## src/rtl/regfile_writeback_queue_pkg.sv

```systemverilog
// Shared register-file definitions and the write-back queue entry layout.
// Same widths the register file itself uses.
package regfile_writeback_queue_pkg;

    localparam int WORD_SIZE  = 16;
    localparam int REG_ADDR_W = 2;
    localparam int NUM_REG    = 4;

    typedef struct packed {
        logic [REG_ADDR_W-1:0] reg_idx;
        logic [WORD_SIZE-1:0]  data;
    } wbq_entry_t;

    // Zero-extend so the compare stays meaningful when NUM_REG == 2**REG_ADDR_W.
    function automatic logic reg_is_valid(input logic [REG_ADDR_W-1:0] r);
        return {1'b0, r} < (REG_ADDR_W+1)'(NUM_REG);
    endfunction

endpackage

```

## src/rtl/regfile_writeback_queue_bypass_search.sv

```systemverilog
// Youngest-match search over the pending write-back entries and the output stage.
// Purely combinational; feeds the decode-side bypass.
module wbq_bypass_search
    import regfile_writeback_queue_pkg::*;
#(
    parameter int  DEPTH = 4,
    localparam int PTR_W = $clog2(DEPTH),
    localparam int CNT_W = PTR_W + 1
) (
    input  wbq_entry_t             entries [DEPTH],
    input  logic [PTR_W-1:0]       head,
    input  logic [CNT_W-1:0]       count,
    input  logic                   out_valid,
    input  logic [REG_ADDR_W-1:0]  out_reg,
    input  logic [WORD_SIZE-1:0]   out_data,
    input  logic [REG_ADDR_W-1:0]  lookup_reg,
    output logic                   hit,
    output logic [WORD_SIZE-1:0]   data
);

    logic [PTR_W-1:0] idx;

    // Oldest to youngest, so a later match overrides an earlier one.
    always_comb begin
        hit  = 1'b0;
        data = '0;
        idx  = '0;
        if (out_valid && (out_reg == lookup_reg)) begin
            hit  = 1'b1;
            data = out_data;
        end
        for (int i = 0; i < DEPTH; i++) begin
            idx = head + PTR_W'(i);
            if ((CNT_W'(i) < count) &&
                reg_is_valid(entries[idx].reg_idx) &&
                (entries[idx].reg_idx == lookup_reg)) begin
                hit  = 1'b1;
                data = entries[idx].data;
            end
        end
    end

endmodule

```

## src/rtl/regfile_writeback_queue.sv

```systemverilog
// Write-back queue in front of the register file write port: circular buffer,
// one retirement per cycle through a registered output stage, plus read bypass.
module regfile_writeback_queue
    import regfile_writeback_queue_pkg::*;
#(
    parameter int DEPTH = 4
) (
    input  logic                   clk,
    input  logic                   reset_n,
    input  logic                   in_valid,
    output logic                   in_ready,
    input  logic [REG_ADDR_W-1:0]  in_reg,
    input  logic [WORD_SIZE-1:0]   in_data,
    input  logic                   drain_en,
    output logic                   reg_write,
    output logic [REG_ADDR_W-1:0]  write_reg,
    output logic [WORD_SIZE-1:0]   write_data,
    input  logic [REG_ADDR_W-1:0]  lookup_reg,
    output logic                   lookup_hit,
    output logic [WORD_SIZE-1:0]   lookup_data,
    output logic                   empty
);

    localparam int PTR_W = $clog2(DEPTH);
    localparam int CNT_W = PTR_W + 1;

    wbq_entry_t       mem [DEPTH];
    logic [PTR_W-1:0] head;
    logic [PTR_W-1:0] tail;
    logic [CNT_W-1:0] count;
    logic             push;
    logic             pop;

    // Ready depends only on the registered count: a full queue never refills
    // on the same edge it retires.
    assign in_ready = (count != CNT_W'(DEPTH));
    assign push     = in_valid && in_ready;
    assign pop      = (count != '0) && drain_en;
    assign empty    = (count == '0) && !reg_write;

    always_ff @(posedge clk or negedge reset_n) begin
        if (!reset_n) begin
            head       <= '0;
            tail       <= '0;
            count      <= '0;
            reg_write  <= 1'b0;
            write_reg  <= '0;
            write_data <= '0;
            for (int i = 0; i < DEPTH; i++) begin
                mem[i] <= '0;
            end
        end else begin
            if (push) begin
                mem[tail] <= '{reg_idx: in_reg, data: in_data};
                tail      <= tail + PTR_W'(1);
            end

            // Invalid-index entries still use the retire slot but never strobe.
            reg_write <= 1'b0;
            if (pop) begin
                reg_write  <= reg_is_valid(mem[head].reg_idx);
                write_reg  <= mem[head].reg_idx;
                write_data <= mem[head].data;
                head       <= head + PTR_W'(1);
            end

            case ({push, pop})
                2'b10:   count <= count + CNT_W'(1);
                2'b01:   count <= count - CNT_W'(1);
                default: count <= count;
            endcase
        end
    end

    wbq_bypass_search #(
        .DEPTH (DEPTH)
    ) u_bypass (
        .entries    (mem),
        .head       (head),
        .count      (count),
        .out_valid  (reg_write),
        .out_reg    (write_reg),
        .out_data   (write_data),
        .lookup_reg (lookup_reg),
        .hit        (lookup_hit),
        .data       (lookup_data)
    );

endmodule

```

## config.mk

```make
export PLATFORM = sky130hd
export DESIGN_NAME = regfile_writeback_queue
export DESIGN_NICKNAME = d
export VERILOG_FILES = /design/src/rtl/regfile_writeback_queue_pkg.sv /design/src/rtl/regfile_writeback_queue_bypass_search.sv /design/src/rtl/regfile_writeback_queue.sv
export SDC_FILE = /design/constraint.sdc
export NUM_CORES = 1
export LEC_CHECK = 0
export ABC_AREA = 0
export BUFFER_PORTS_ARGS = -buffer_cell sky130_fd_sc_hd__buf_2
export CAP_MARGIN = 20
export CORE_AREA = 2 2 116 118
export CTS_CLUSTER_DIAMETER = 100
export CTS_CLUSTER_SIZE = 14
export DETAILED_ROUTE_END_ITERATION = 8
export DIE_AREA = 0 0 118 120
export GPL_TIMING_DRIVEN = 1
export PLACE_DENSITY_LB_ADDON = 0.2
export RECOVER_POWER = 100
export SYNTH_ARGS = -nofsm -noshare
export SYNTH_HDL_FRONTEND = slang
export SYNTH_SLANG_ARGS = --single-unit
```

## constraint.sdc

```tcl
create_clock -name clk -period 5.5 [get_ports clk]
set_clock_uncertainty 0.2 [all_clocks]
set_input_delay 1.1 -clock clk [delete_from_list [all_inputs] [get_ports clk]]
set_output_delay 1.1 -clock clk [all_outputs]
set_load 0.02 [all_outputs]
```

==> flow_summary.html, run 1 <==
<table>
<tr><th>Metric</th><th>Value</th></tr>
<tr><th colspan="2">Run status</th></tr>
<tr><td>Run status</td><td>complete, but fails checks</td></tr>
<tr><td>Violations in the final reports</td><td>max-capacitance violations, max-slew violations</td></tr>
<tr><th colspan="2">Floorplan</th></tr>
<tr><td>Horizontal extent of the die</td><td>between 100 and 150 um</td></tr>
<tr><td>Floorplan Core Area</td><td>between 0.01 and 0.015 sq mm</td></tr>
<tr><td>Std-Cell Rows</td><td>42</td></tr>
<tr><td># IOs</td><td>a little over 60</td></tr>
<tr><td>Die span in y</td><td>~120 um</td></tr>
<tr><td>Initial cell density of the core</td><td>around half</td></tr>
<tr><td>Area of the die</td><td>around 0.014 sq mm</td></tr>
<tr><th colspan="2">GRT</th></tr>
<tr><td>Antenna violations before repair</td><td>0</td></tr>
<tr><td>All-layer global routing usage</td><td>a little over a fifth</td></tr>
<tr><td>Vias in the first global route</td><td>about 4,700</td></tr>
<tr><td>Grt ovf</td><td>0</td></tr>
<tr><td>Maximum number of pins on one net before global-route repair</td><td>64</td></tr>
<tr><td>Wire length of the first global-routing pass</td><td>roughly 23,000 um</td></tr>
<tr><th colspan="2">Synth</th></tr>
<tr><td>Post-synth top area share</td><td>39.0%</td></tr>
<tr><td>Synth Net Count</td><td>roughly 640</td></tr>
<tr><td>Synth area leader</td><td>dfrtp_1</td></tr>
<tr><td>Sequential element share of the synthesized area</td><td>between 30% and 40%</td></tr>
<tr><td>Number of warnings printed during yosys synthesis</td><td>0</td></tr>
<tr><td>Simple-gate share of the synthesized area</td><td>under 10%</td></tr>
<tr><td>Async S/R FF share, synth</td><td>100%</td></tr>
<tr><td>Seq cells post-synth</td><td>98</td></tr>
<tr><td>Cell area after technology mapping</td><td>0.00629 sq mm</td></tr>
<tr><td>Mux share of post-synthesis cell area</td><td>between 30% and 40%</td></tr>
<tr><td>Top_reg_cell synth</td><td>dfrtp_1</td></tr>
<tr><td>Post-synth top cells</td><td>mux2_2 (115), dfrtp_1 (98), nand2_1 (93)</td></tr>
<tr><td>Post-synthesis average cell area</td><td>10.3 sq um</td></tr>
<tr><td>Number of cells produced by synthesis</td><td>609</td></tr>
<tr><td>Cell types with the largest area share after synthesis</td><td>dfrtp_1 (39%), mux2_2 (21%), mux2i_1 (6.2%)</td></tr>
<tr><td>Top-count cell post-synth</td><td>mux2_2</td></tr>
<tr><td>Number of synthesized flops with an enable pin</td><td>0</td></tr>
<tr><td>XOR/XNOR Fraction of Synth Area</td><td>between 1.5 and 2%</td></tr>
<tr><td>Share of synthesized cell area in full adder, half adder and majority cells</td><td>1.79%</td></tr>
<tr><td>Combinational family with the most area after synthesis</td><td>multiplexers</td></tr>
<tr><td>Complex-gate fraction of the synthesized area</td><td>between 10% and 20%</td></tr>
<tr><td>Post-synthesis cell type count</td><td>38</td></tr>
<tr><th colspan="2">Setup path</th></tr>
<tr><td>Slowest-stage cell, CP</td><td>a211oi_2</td></tr>
<tr><td>Arrival time at the worst endpoint</td><td>around 3.7 ns</td></tr>
<tr><td>Critical Path Sink Type</td><td>output port</td></tr>
<tr><td>Combined buffer and inverter count along the critical path</td><td>3</td></tr>
<tr><td>Data required time of the worst path</td><td>roughly 4.2 ns</td></tr>
<tr><td>Maximum fanout along the worst path</td><td>between 50 and 60</td></tr>
<tr><td>Setup crit start kind</td><td>register</td></tr>
<tr><td>Critical Setup Path Class</td><td>register to output port</td></tr>
<tr><td>Critical-path cell list</td><td>buf_4, mux2_1, a211oi_2, buf_4, mux2_1, o211ai_2, clkbuf_1</td></tr>
<tr><td>Family with the most delay on the worst path</td><td>buffers and inverters</td></tr>
<tr><td>Crit path largest cell delay</td><td>0.77 ns</td></tr>
<tr><th colspan="2">Clock network</th></tr>
<tr><td>CTS sink count</td><td>between 90 and 100</td></tr>
<tr><td>CTS tree</td><td>built</td></tr>
<tr><td>Cts repair resizes</td><td>0</td></tr>
<tr><td>Total number of H-tree levels</td><td>3</td></tr>
<tr><td>Setup bufs post-CTS</td><td>0</td></tr>
<tr><td>Clk_lat worst skew</td><td>between 0.3 and 0.4 ns</td></tr>
<tr><td>Maximum buffer depth of the clock tree</td><td>2</td></tr>
<tr><td>Root Buffer</td><td>clkbuf_16</td></tr>
<tr><td>Clock input transition at the sequential cells of the worst setup and hold paths</td><td>around 0.070 ns</td></tr>
<tr><td>Cts bufs inserted</td><td>9</td></tr>
<tr><td>Post-cts hold buffer count</td><td>0</td></tr>
<tr><th colspan="2">Finish</th></tr>
<tr><td>Post-synthesis to final-layout area growth</td><td>10.2%</td></tr>
<tr><td>Area taken by multi-input logic gates</td><td>~0.0036 sq mm</td></tr>
<tr><td>Max reg flops</td><td>72</td></tr>
<tr><td>Register ranked first by flip-flop count</td><td>mem</td></tr>
<tr><td>Number of inserted filler cells in the final layout</td><td>1,179</td></tr>
<tr><td>Count of inserted antenna diode cells</td><td>0</td></tr>
<tr><td>Top flop regs</td><td>mem (72), write_data (16), count (3)</td></tr>
<tr><td>Share of post-route cells with drive strength above 1</td><td>between 20% and 30%</td></tr>
<tr><td>Register area</td><td>~0.0025 sq mm</td></tr>
<tr><td>Count of nets after finishing</td><td>676</td></tr>
<tr><th colspan="2">Detailed routing</th></tr>
<tr><td>WL per Instance</td><td>between 15 and 20 um</td></tr>
<tr><td>Number of violations reported at the end of detailed-routing iteration 0</td><td>172</td></tr>
<tr><td>Number of antenna-violating nets in the routed design</td><td>0</td></tr>
<tr><td>Total vias in the final route</td><td>between 4,000 and 5,000</td></tr>
<tr><td>Final wirelength</td><td>between 10,000 and 15,000 um</td></tr>
<tr><td>Vias/cell</td><td>5.62</td></tr>
<tr><td>Total iterations of the first detailed-routing run</td><td>4</td></tr>
<tr><td>Drt drc</td><td>0</td></tr>
<tr><th colspan="2">STA</th></tr>
<tr><td>Minimum clock period</td><td>5.04 ns</td></tr>
<tr><td>Fin. max-slew vios</td><td>103</td></tr>
<tr><td>Final TNS setup</td><td>0 ns</td></tr>
<tr><td>Total of endpoints with negative setup slack in the final report</td><td>0</td></tr>
<tr><td>Slew at the pin closest to its max-slew limit</td><td>around 3.4 ns</td></tr>
<tr><td>Number of endpoints with negative hold slack in the final report</td><td>0</td></tr>
<tr><td>Maximum clock frequency</td><td>0.198 GHz</td></tr>
<tr><td>Part of the cycle the worst path needs</td><td>around 92%</td></tr>
<tr><td>Setup repair after global routing missed its margin</td><td>false</td></tr>
<tr><td>Max-slew headroom</td><td>-128%</td></tr>
<tr><th colspan="2">Placement</th></tr>
<tr><td>Placed wire-length estimate after detailed placement</td><td>roughly 9600 um</td></tr>
<tr><td>Final weighted congestion in routability-driven placement</td><td>0.879</td></tr>
<tr><td>Buffers on Ports</td><td>61</td></tr>
<tr><th colspan="2">Job</th></tr>
<tr><td>Max Cap Violations</td><td>2</td></tr>
<tr><th colspan="2">Hold path</th></tr>
<tr><td>Kind of path behind the tightest hold check</td><td>register to register</td></tr>
</table>
## cell families after synthesis
logic type      Yosys count
buf+inv                  53
compound gates          124
simple gates            143
xor+xnor                 13
fa+ha+maj                 9
mux                     169
flops                    98
## worst min-delay path, stage by stage, from the launching register on
cell	delay, ns
dfrtp_1	0.36
nand2_1	0.05
o21ai_0	0.06
## worst paths after layout
path | cells past startpoint | end | slack, ns | start
max in group asynchronous | 2 | head[1] | 1.04 | reset_n
setup / recovery | 7 | lookup_data[8] | 0.46 | head[1]
hold reg to reg | 2 | write_data[12] | 0.31 | write_data[12]
hold / removal | 2 | write_data[12] | 0.31 | write_data[12]
setup reg to reg | 10 | count[2] | 2.10 | count[0]
min in group asynchronous | 1 | mem[39] | 1.71 | reset_n
## cell type report
class / count / share of cell area (%)
Clock buffer: 14 / 3.81
Clock inverter: 2 / 0.866
Inverter: 6 / 0.325
Multi-Input combinational cell: 458 / 51.6
Sequential cell: 98 / 35.5
Tap cell: 176 / 3.18
Timing Repair Buffer: 70 / 4.75
## cells in the final DEF (no fill, tap or decap), drive strengths merged
master / netlist / routed
mux2: 125 / 125
dfrtp: 98 / 98
nand2: 94 / 94
o21ai: 52 / 52
clkbuf: 21 / 44
mux2i: 42 / 42
buf: 26 / 40
o211ai: 32 / 32
nor2: 21 / 21
a21oi: 19 / 19
nand3: 18 / 18
o31a: 16 / 16
xnor2: 10 / 10
ha: 9 / 9
inv: 6 / 6
nand2b: 4 / 4
xor2: 3 / 3
mux4: 2 / 2
bufinv: 0 / 2
o21bai: 1 / 1
o2111a: 1 / 1
or2: 1 / 1
nand3b: 1 / 1
or3b: 1 / 1
a31oi: 1 / 1
and3: 1 / 1
o32ai: 1 / 1
a211oi: 1 / 1
and2: 1 / 1
or3: 1 / 1
## per-stage QoR
step	utilization [%]	cell area, sq um	setup WS, ns	std cells	hold slack [ns]
2_1_floorplan	-	6290	1.35	609	0.292
3_3_place_gp	51.3	6660	0.918	807	0.285
3_5_place_dp	51.3	6660	0.844	807	0.292
4_1_cts	53.8	6980	0.582	823	0.306
5_1_grt	53.4	6930	0.172	824	0.342
6_report	53.4	6930	0.460	824	0.310
## metal layers
layer / vias up / global-route usage (%) / wire length, um
met5: - / 0 / 0
met2: 83 / 37.1 / 7030
li1: 2249 / - / -
met4: 0 / 8.21 / 262
met1: 2278 / 25.7 / 6570
met3: 18 / 3.42 / 432
Power of run 1 is not shown: default switching activity piles up to over one toggle a cycle in this logic, so the estimate is an artifact.
==> inputs of run 2 (changes only) <==
- PLACE_DENSITY_LB_ADDON: 0.2 -> 0.08
==> flow_summary.html, run 2 (synthesis results as in run 1) <==
<table>
<tr><th>Metric</th><th>Value</th></tr>
<tr><th colspan="2">Finish</th></tr>
<tr><td>Top flop regs</td><td>mem (72), write_data (16), count (3)</td></tr>
<tr><td>Number of inserted filler cells in the final layout</td><td>roughly 1,200</td></tr>
<tr><td>Count of inserted antenna diode cells</td><td>0</td></tr>
<tr><td>Commonest cells after routing, fill and taps aside</td><td>mux2_2 (114), dfrtp_1 (96), nand2_1 (93), o21ai_0 (52), clkbuf_1 (40)</td></tr>
<tr><td>Post-synthesis to final-layout area growth</td><td>9.84%</td></tr>
<tr><td>Max reg flops</td><td>72</td></tr>
<tr><td>Register ranked first by flip-flop count</td><td>mem</td></tr>
<tr><td>Count of nets after finishing</td><td>between 600 and 700</td></tr>
<tr><td>Share of post-route cells with drive strength above 1</td><td>roughly 29%</td></tr>
<tr><td>Most common library cell in the layout ignoring fill and taps</td><td>mux2_2</td></tr>
<tr><th colspan="2">Clock network</th></tr>
<tr><td>Setup bufs post-CTS</td><td>0</td></tr>
<tr><td>Cts bufs inserted</td><td>9</td></tr>
<tr><td>Clock input transition at the sequential cells of the worst setup and hold paths</td><td>roughly 0.070 ns</td></tr>
<tr><td>Root Buffer</td><td>clkbuf_16</td></tr>
<tr><td>Maximum buffer depth of the clock tree</td><td>2</td></tr>
<tr><td>Cts repair resizes</td><td>0</td></tr>
<tr><td>CTS sink count</td><td>98</td></tr>
<tr><td>Post-cts hold buffer count</td><td>0</td></tr>
<tr><td>Clk_lat worst skew</td><td>0.35 ns</td></tr>
<tr><td>Total number of H-tree levels</td><td>3</td></tr>
<tr><td>CTS tree</td><td>built</td></tr>
<tr><th colspan="2">Detailed routing</th></tr>
<tr><td>Total vias in the final route</td><td>4,588</td></tr>
<tr><td>Drt drc</td><td>0</td></tr>
<tr><td>Total iterations of the first detailed-routing run</td><td>5</td></tr>
<tr><td>Vias/cell</td><td>5.56</td></tr>
<tr><td>Number of antenna-violating nets in the routed design</td><td>0</td></tr>
<tr><td>WL per Instance</td><td>between 15 and 20 um</td></tr>
<tr><td>Final wirelength</td><td>14,500 um</td></tr>
<tr><td>Number of violations reported at the end of detailed-routing iteration 0</td><td>230</td></tr>
<tr><th colspan="2">Setup path</th></tr>
<tr><td>Arrival time at the worst endpoint</td><td>between 3 and 4 ns</td></tr>
<tr><td>Crit path largest cell delay</td><td>approximately 0.70 ns</td></tr>
<tr><td>Maximum fanout along the worst path</td><td>71</td></tr>
<tr><td>Slowest-stage cell, CP</td><td>o2111a_1</td></tr>
<tr><td>Data required time of the worst path</td><td>4.20 ns</td></tr>
<tr><td>Setup crit start kind</td><td>register</td></tr>
<tr><td>Critical Setup Path Class</td><td>register to output port</td></tr>
<tr><td>Worst path most repeated cell</td><td>buf_4</td></tr>
<tr><td>Critical-path cell list</td><td>buf_4, mux4_2, xnor2_1, o2111a_1, nand2b_1, buf_4, or3_1, buf_2</td></tr>
<tr><td>Critical Path Sink Type</td><td>output port</td></tr>
<tr><th colspan="2">STA</th></tr>
<tr><td>Final TNS setup</td><td>0 ns</td></tr>
<tr><td>Setup repair after global routing missed its margin</td><td>false</td></tr>
<tr><td>Max-slew headroom</td><td>-6.02%</td></tr>
<tr><td>Slew at the pin closest to its max-slew limit</td><td>about 1.6 ns</td></tr>
<tr><td>Part of the cycle the worst path needs</td><td>between 90% and 100%</td></tr>
<tr><td>Number of endpoints with negative hold slack in the final report</td><td>0</td></tr>
<tr><td>Fin. max-slew vios</td><td>70</td></tr>
<tr><td>Maximum clock frequency</td><td>~0.20 GHz</td></tr>
<tr><td>Total of endpoints with negative setup slack in the final report</td><td>0</td></tr>
<tr><td>Minimum clock period</td><td>about 5.0 ns</td></tr>
<tr><th colspan="2">Floorplan</th></tr>
<tr><td>Floorplan Core Area</td><td>approximately 0.013 sq mm</td></tr>
<tr><td>Area of the die</td><td>0.0142 sq mm</td></tr>
<tr><td># IOs</td><td>slightly above 60</td></tr>
<tr><td>Die span in y</td><td>~120 um</td></tr>
<tr><td>Initial cell density of the core</td><td>around 48%</td></tr>
<tr><td>Horizontal extent of the die</td><td>~120 um</td></tr>
<tr><td>Std-Cell Rows</td><td>42</td></tr>
<tr><th colspan="2">GRT</th></tr>
<tr><td>Grt ovf</td><td>0</td></tr>
<tr><td>All-layer global routing usage</td><td>between 20% and 30%</td></tr>
<tr><td>Maximum number of pins on one net before global-route repair</td><td>between 70 and 80</td></tr>
<tr><td>Vias in the first global route</td><td>4,495</td></tr>
<tr><td>Antenna violations before repair</td><td>0</td></tr>
<tr><td>Wire length of the first global-routing pass</td><td>23,700 um</td></tr>
<tr><th colspan="2">Run status</th></tr>
<tr><td>Run status</td><td>complete, but fails checks</td></tr>
<tr><td>Violations in the final reports</td><td>max-capacitance violations, max-slew violations</td></tr>
<tr><th colspan="2">Placement</th></tr>
<tr><td>Placed wire-length estimate after detailed placement</td><td>roughly 9500 um</td></tr>
<tr><td>Buffers on Ports</td><td>61</td></tr>
<tr><td>Final weighted congestion in routability-driven placement</td><td>0.750</td></tr>
<tr><th colspan="2">Hold path</th></tr>
<tr><td>Kind of path behind the tightest hold check</td><td>register to register</td></tr>
<tr><th colspan="2">Job</th></tr>
<tr><td>Max Cap Violations</td><td>2</td></tr>
</table>
## run 2: worst max-delay path, delay by kind of cell (launching register included)
kind                      cells  cell delay, ns
and+or+nand+nor               2            0.64
DFF                           1            0.41
xor gates and xnor gates      1            0.15
AOI/OAI and AO/OA             1            0.70
buffers and inverters         3            0.98
muxes                         1            0.42
## run 2: through the flow
step | hold slack (ns) | cells | worst slack, ns | instance area, sq um | util [%]
floorplan | 0.292 | 609 | 1.35 | 6290 | -
global placement | 0.277 | 807 | 0.772 | 6660 | 51.3
detailed placement | 0.290 | 807 | 0.692 | 6660 | 51.3
CTS | 0.306 | 823 | 0.615 | 6950 | 53.6
global route | 0.340 | 825 | 0.287 | 6910 | 53.2
finish | 0.311 | 825 | 0.535 | 6910 | 53.2
## run 2: final timing paths
path,slack (ns),from,end,depth (start not counted)
max,0.53,head[1],lookup_hit,8
min,0.31,write_data[6],write_data[6],2
max reg2reg,2.08,count[0],count[2],9
min reg2reg,0.31,write_data[6],write_data[6],2
max in group asynchronous,2.47,reset_n,mem[49],2
min in group asynchronous,0.67,reset_n,tail[0],1
## run 2: final cells by class
class / instances / area, sq um / area share (%)
clock buffers: 12 / 246 / 3.57
well taps: 176 / 220 / 3.19
clock inverters: 4 / 51.3 / 0.742
repair buffers: 71 / 325 / 4.71
multi-input cells: 458 / 3580 / 51.9
flip-flops and latches: 98 / 2460 / 35.6
inverters: 6 / 22.5 / 0.326
## run 2: layer usage
| metal | wire (um) | GRT usage, % | up-vias |
|---|---|---|---|
| met5 | 0 | 0 | - |
| met4 | 252 | 7.53 | 0 |
| met3 | 431 | 3.14 | 16 |
| met2 | 7030 | 35.2 | 84 |
| met1 | 6770 | 28.6 | 2230 |
| li1 | - | - | 2258 |
Power of run 2 is left out for the same reason.
==> inputs of run 3 (changes only) <==
- ABC_AREA: 0 -> 1
- CORE_AREA: 2 2 116 118 -> 2 2 117 119
- DIE_AREA: 0 0 118 120 -> 0 0 119 121
==> flow_summary.html, run 3 <==
<table>
<tr><th>Metric</th><th>Value</th></tr>
<tr><th colspan="2">Clock network</th></tr>
<tr><td>Cts repair resizes</td><td>0</td></tr>
<tr><td>Clock input transition at the sequential cells of the worst setup and hold paths</td><td>approximately 0.07 ns</td></tr>
<tr><td>Cts bufs inserted</td><td>9</td></tr>
<tr><td>CTS sink count</td><td>98</td></tr>
<tr><td>Total number of H-tree levels</td><td>3</td></tr>
<tr><td>Post-cts hold buffer count</td><td>0</td></tr>
<tr><td>Clk_lat worst skew</td><td>between 0.3 and 0.4 ns</td></tr>
<tr><td>Root Buffer</td><td>clkbuf_16</td></tr>
<tr><td>Maximum buffer depth of the clock tree</td><td>2</td></tr>
<tr><td>CTS tree</td><td>built</td></tr>
<tr><td>Setup bufs post-CTS</td><td>0</td></tr>
<tr><th colspan="2">Synth</th></tr>
<tr><td>Synth area leader</td><td>dfrtp_1</td></tr>
<tr><td>Post-synthesis average cell area</td><td>between 6 and 7 sq um</td></tr>
<tr><td>Post-synth top cells</td><td>nand2_1 (375), o21ai_0 (216), dfrtp_1 (98)</td></tr>
<tr><td>Seq cells post-synth</td><td>just under 100</td></tr>
<tr><td>Number of cells produced by synthesis</td><td>980</td></tr>
<tr><td>Top-count cell post-synth</td><td>nand2_1</td></tr>
<tr><td>Async S/R FF share, synth</td><td>100%</td></tr>
<tr><td>Cell types with the largest area share after synthesis</td><td>dfrtp_1 (38%), nand2_1 (22%), o21ai_0 (17%)</td></tr>
<tr><td>Number of synthesized flops with an enable pin</td><td>0</td></tr>
<tr><td>Cell area after technology mapping</td><td>approximately 0.0065 sq mm</td></tr>
<tr><td>Top_reg_cell synth</td><td>dfrtp_1</td></tr>
<tr><td>Post-synthesis cell type count</td><td>28</td></tr>
<tr><td>Post-synth top area share</td><td>between 30% and 40%</td></tr>
<tr><td>Sequential element share of the synthesized area</td><td>a little under two fifths</td></tr>
<tr><td>Synth Net Count</td><td>about 1,000</td></tr>
<tr><td>Number of warnings printed during yosys synthesis</td><td>0</td></tr>
<tr><th colspan="2">Setup path</th></tr>
<tr><td>Family with the most delay on the worst path</td><td>simple AND/OR/NAND/NOR gates</td></tr>
<tr><td>Critical Path Sink Type</td><td>output port</td></tr>
<tr><td>Slowest-stage cell, CP</td><td>clkbuf_4</td></tr>
<tr><td>Startpoint of the lowest-slack register-to-register path</td><td>count[1]</td></tr>
<tr><td>Maximum fanout along the worst path</td><td>104</td></tr>
<tr><td>Critical-path cell list</td><td>clkbuf_4, nand2_1, nand3_2, nand2_2, a21oi_4, nand3_4, nand2_1, nand3_1, nand2_1, nand2_1, nand2_1, clkbuf_1</td></tr>
<tr><td>Setup crit start kind</td><td>register</td></tr>
<tr><td>Crit. path cell count</td><td>12</td></tr>
<tr><td>Worst path most repeated cell</td><td>nand2_1</td></tr>
<tr><td>Cell depth of the worst flop-to-flop path</td><td>11</td></tr>
<tr><td>First element of the critical path</td><td>head[0]</td></tr>
<tr><td>Critical Setup Path Class</td><td>register to output port</td></tr>
<tr><td>Data required time of the worst path</td><td>about 4.2 ns</td></tr>
<tr><td>Crit path largest cell delay</td><td>0.79 ns</td></tr>
<tr><td>Combined buffer and inverter count along the critical path</td><td>2</td></tr>
<tr><td>Arrival time at the worst endpoint</td><td>around 3.6 ns</td></tr>
<tr><th colspan="2">GRT</th></tr>
<tr><td>Antenna violations before repair</td><td>0</td></tr>
<tr><td>GR peak layer</td><td>met1</td></tr>
<tr><td>All-layer global routing usage</td><td>between 20% and 30%</td></tr>
<tr><td>Met1 track demand over resource</td><td>approximately two fifths</td></tr>
<tr><td>Grt ovf</td><td>0</td></tr>
<tr><td>Vias in the first global route</td><td>4,940</td></tr>
<tr><td>Met3 track demand over resource</td><td>3.24%</td></tr>
<tr><td>Maximum number of pins on one net before global-route repair</td><td>105</td></tr>
<tr><td>Met2 usage</td><td>a little under 30%</td></tr>
<tr><td>Wire length of the first global-routing pass</td><td>26,700 um</td></tr>
<tr><th colspan="2">Detailed routing</th></tr>
<tr><td>Total iterations of the first detailed-routing run</td><td>5</td></tr>
<tr><td>Final wirelength</td><td>16,400 um</td></tr>
<tr><td>Number of violations reported at the end of detailed-routing iteration 0</td><td>between 600 and 700</td></tr>
<tr><td>Drt drc</td><td>0</td></tr>
<tr><td>WL per Instance</td><td>roughly 14 um</td></tr>
<tr><td>Vias/cell</td><td>around 5</td></tr>
<tr><td>Total vias in the final route</td><td>5,959</td></tr>
<tr><td>Number of antenna-violating nets in the routed design</td><td>0</td></tr>
<tr><th colspan="2">Floorplan</th></tr>
<tr><td># IOs</td><td>between 60 and 70</td></tr>
<tr><td>Std-Cell Rows</td><td>42</td></tr>
<tr><td>Horizontal extent of the die</td><td>119 um</td></tr>
<tr><td>Area of the die</td><td>0.0144 sq mm</td></tr>
<tr><td>Die span in y</td><td>between 100 and 150 um</td></tr>
<tr><td>Initial cell density of the core</td><td>between 40% and 50%</td></tr>
<tr><td>Floorplan Core Area</td><td>0.0131 sq mm</td></tr>
<tr><th colspan="2">STA</th></tr>
<tr><td>Number of endpoints with negative hold slack in the final report</td><td>0</td></tr>
<tr><td>Setup repair after global routing missed its margin</td><td>false</td></tr>
<tr><td>Total of endpoints with negative setup slack in the final report</td><td>0</td></tr>
<tr><td>Final TNS setup</td><td>0 ns</td></tr>
<tr><td>Part of the cycle the worst path needs</td><td>about nine tenths</td></tr>
<tr><td>Maximum clock frequency</td><td>just over 0.2 GHz</td></tr>
<tr><td>Minimum clock period</td><td>approximately 4.9 ns</td></tr>
<tr><td>Fin. max-slew vios</td><td>169</td></tr>
<tr><td>Max-slew headroom</td><td>-110%</td></tr>
<tr><td>Slew at the pin closest to its max-slew limit</td><td>between 3 and 4 ns</td></tr>
<tr><th colspan="2">Placement</th></tr>
<tr><td>Final weighted congestion in routability-driven placement</td><td>0.873</td></tr>
<tr><td>Buffers on Ports</td><td>61</td></tr>
<tr><td>Placed wire-length estimate after detailed placement</td><td>approximately 12,000 um</td></tr>
<tr><th colspan="2">Hold path</th></tr>
<tr><td>Worst hold stages</td><td>2</td></tr>
<tr><td>Kind of path behind the tightest hold check</td><td>register to register</td></tr>
<tr><td>Hold Startpoint</td><td>mem[20]</td></tr>
<tr><th colspan="2">Run status</th></tr>
<tr><td>Run status</td><td>complete, but fails checks</td></tr>
<tr><td>Violations in the final reports</td><td>max-capacitance violations, max-slew violations</td></tr>
<tr><th colspan="2">Finish</th></tr>
<tr><td>Number of inserted filler cells in the final layout</td><td>~1,300</td></tr>
<tr><td>Share of post-route cells with drive strength above 1</td><td>around 7.4%</td></tr>
<tr><td>Commonest cells after routing, fill and taps aside</td><td>nand2_1 (375), o21ai_0 (216), dfrtp_1 (97), inv_1 (77), nand3_1 (45)</td></tr>
<tr><td>Count of nets after finishing</td><td>1,031</td></tr>
<tr><td>Count of inserted antenna diode cells</td><td>0</td></tr>
<tr><td>Register ranked first by flip-flop count</td><td>mem</td></tr>
<tr><td>Post-synthesis to final-layout area growth</td><td>7.84%</td></tr>
<tr><td>Most common library cell in the layout ignoring fill and taps</td><td>nand2_1</td></tr>
<tr><td>Top flop regs</td><td>mem (72), write_data (16), count (3)</td></tr>
<tr><td>Max reg flops</td><td>72</td></tr>
<tr><th colspan="2">Job</th></tr>
<tr><td>Max Cap Violations</td><td>4</td></tr>
</table>
## run 3: cells by family after synthesis
family / count (synthesis) / synth area share (%)
buffers and inverters: 144 / 9.70
AOI/OAI and AO/OA: 233 / 18.4
DFF: 98 / 38.0
and+or+nand+nor: 488 / 31.1
xor gates and xnor gates: 8 / 1.08
adders and majority gates: 9 / 1.74
## run 3: worst paths after layout
check,endpoint,slack (ns)
setup / recovery,lookup_data[6],0.61
hold / removal,mem[20],0.29
setup reg to reg,count[2],2.22
hold reg to reg,mem[20],0.29
max in group asynchronous,head[0],1.16
min in group asynchronous,write_reg[0],1.58
## run 3: layer usage
metal  up-vias  part of all wire [%]
met1      2568                    57
met2       193                    36
met4         0                   1.1
met3        14                   6.0
met5         -                     0
li1       3184                     -
## run 3: final cells by class
type                    instances  area, sq um  share of cell area, %
repair buffers                 70          319                   4.58
well taps                     176          220                   3.16
clock buffers                   9          225                   3.23
flip-flops and latches         98         2450                   35.2
clock inverters                 6         68.8                  0.988
multi-input cells             738         3380                   48.5
inverters                      81          304                   4.36
## run 3: metrics by stage
step / hold slack (ns) / instance area (sq um) / worst slack, ns / instances / utilization (%)
2_1_floorplan: 0.253 / 6460 / 1.76 / 980 / -
6_report: 0.290 / 6970 / 0.606 / 1178 / 53.2
3_3_place_gp: 0.267 / 6730 / 1.29 / 1162 / 51.5
5_1_grt: 0.307 / 6970 / 0.248 / 1178 / 53.2
4_1_cts: 0.290 / 7050 / 0.851 / 1178 / 53.9
3_5_place_dp: 0.273 / 6760 / 1.25 / 1163 / 51.7
## run 3: worst min-delay path: cells and delay by family (launching register included)
family	cells	cell delay (ns)
flip-flops	1	0.34
AO/OA/AOI/OAI	1	0.06
AND/OR/NAND/NOR	1	0.05
Power of run 3 is left out for the same reason.
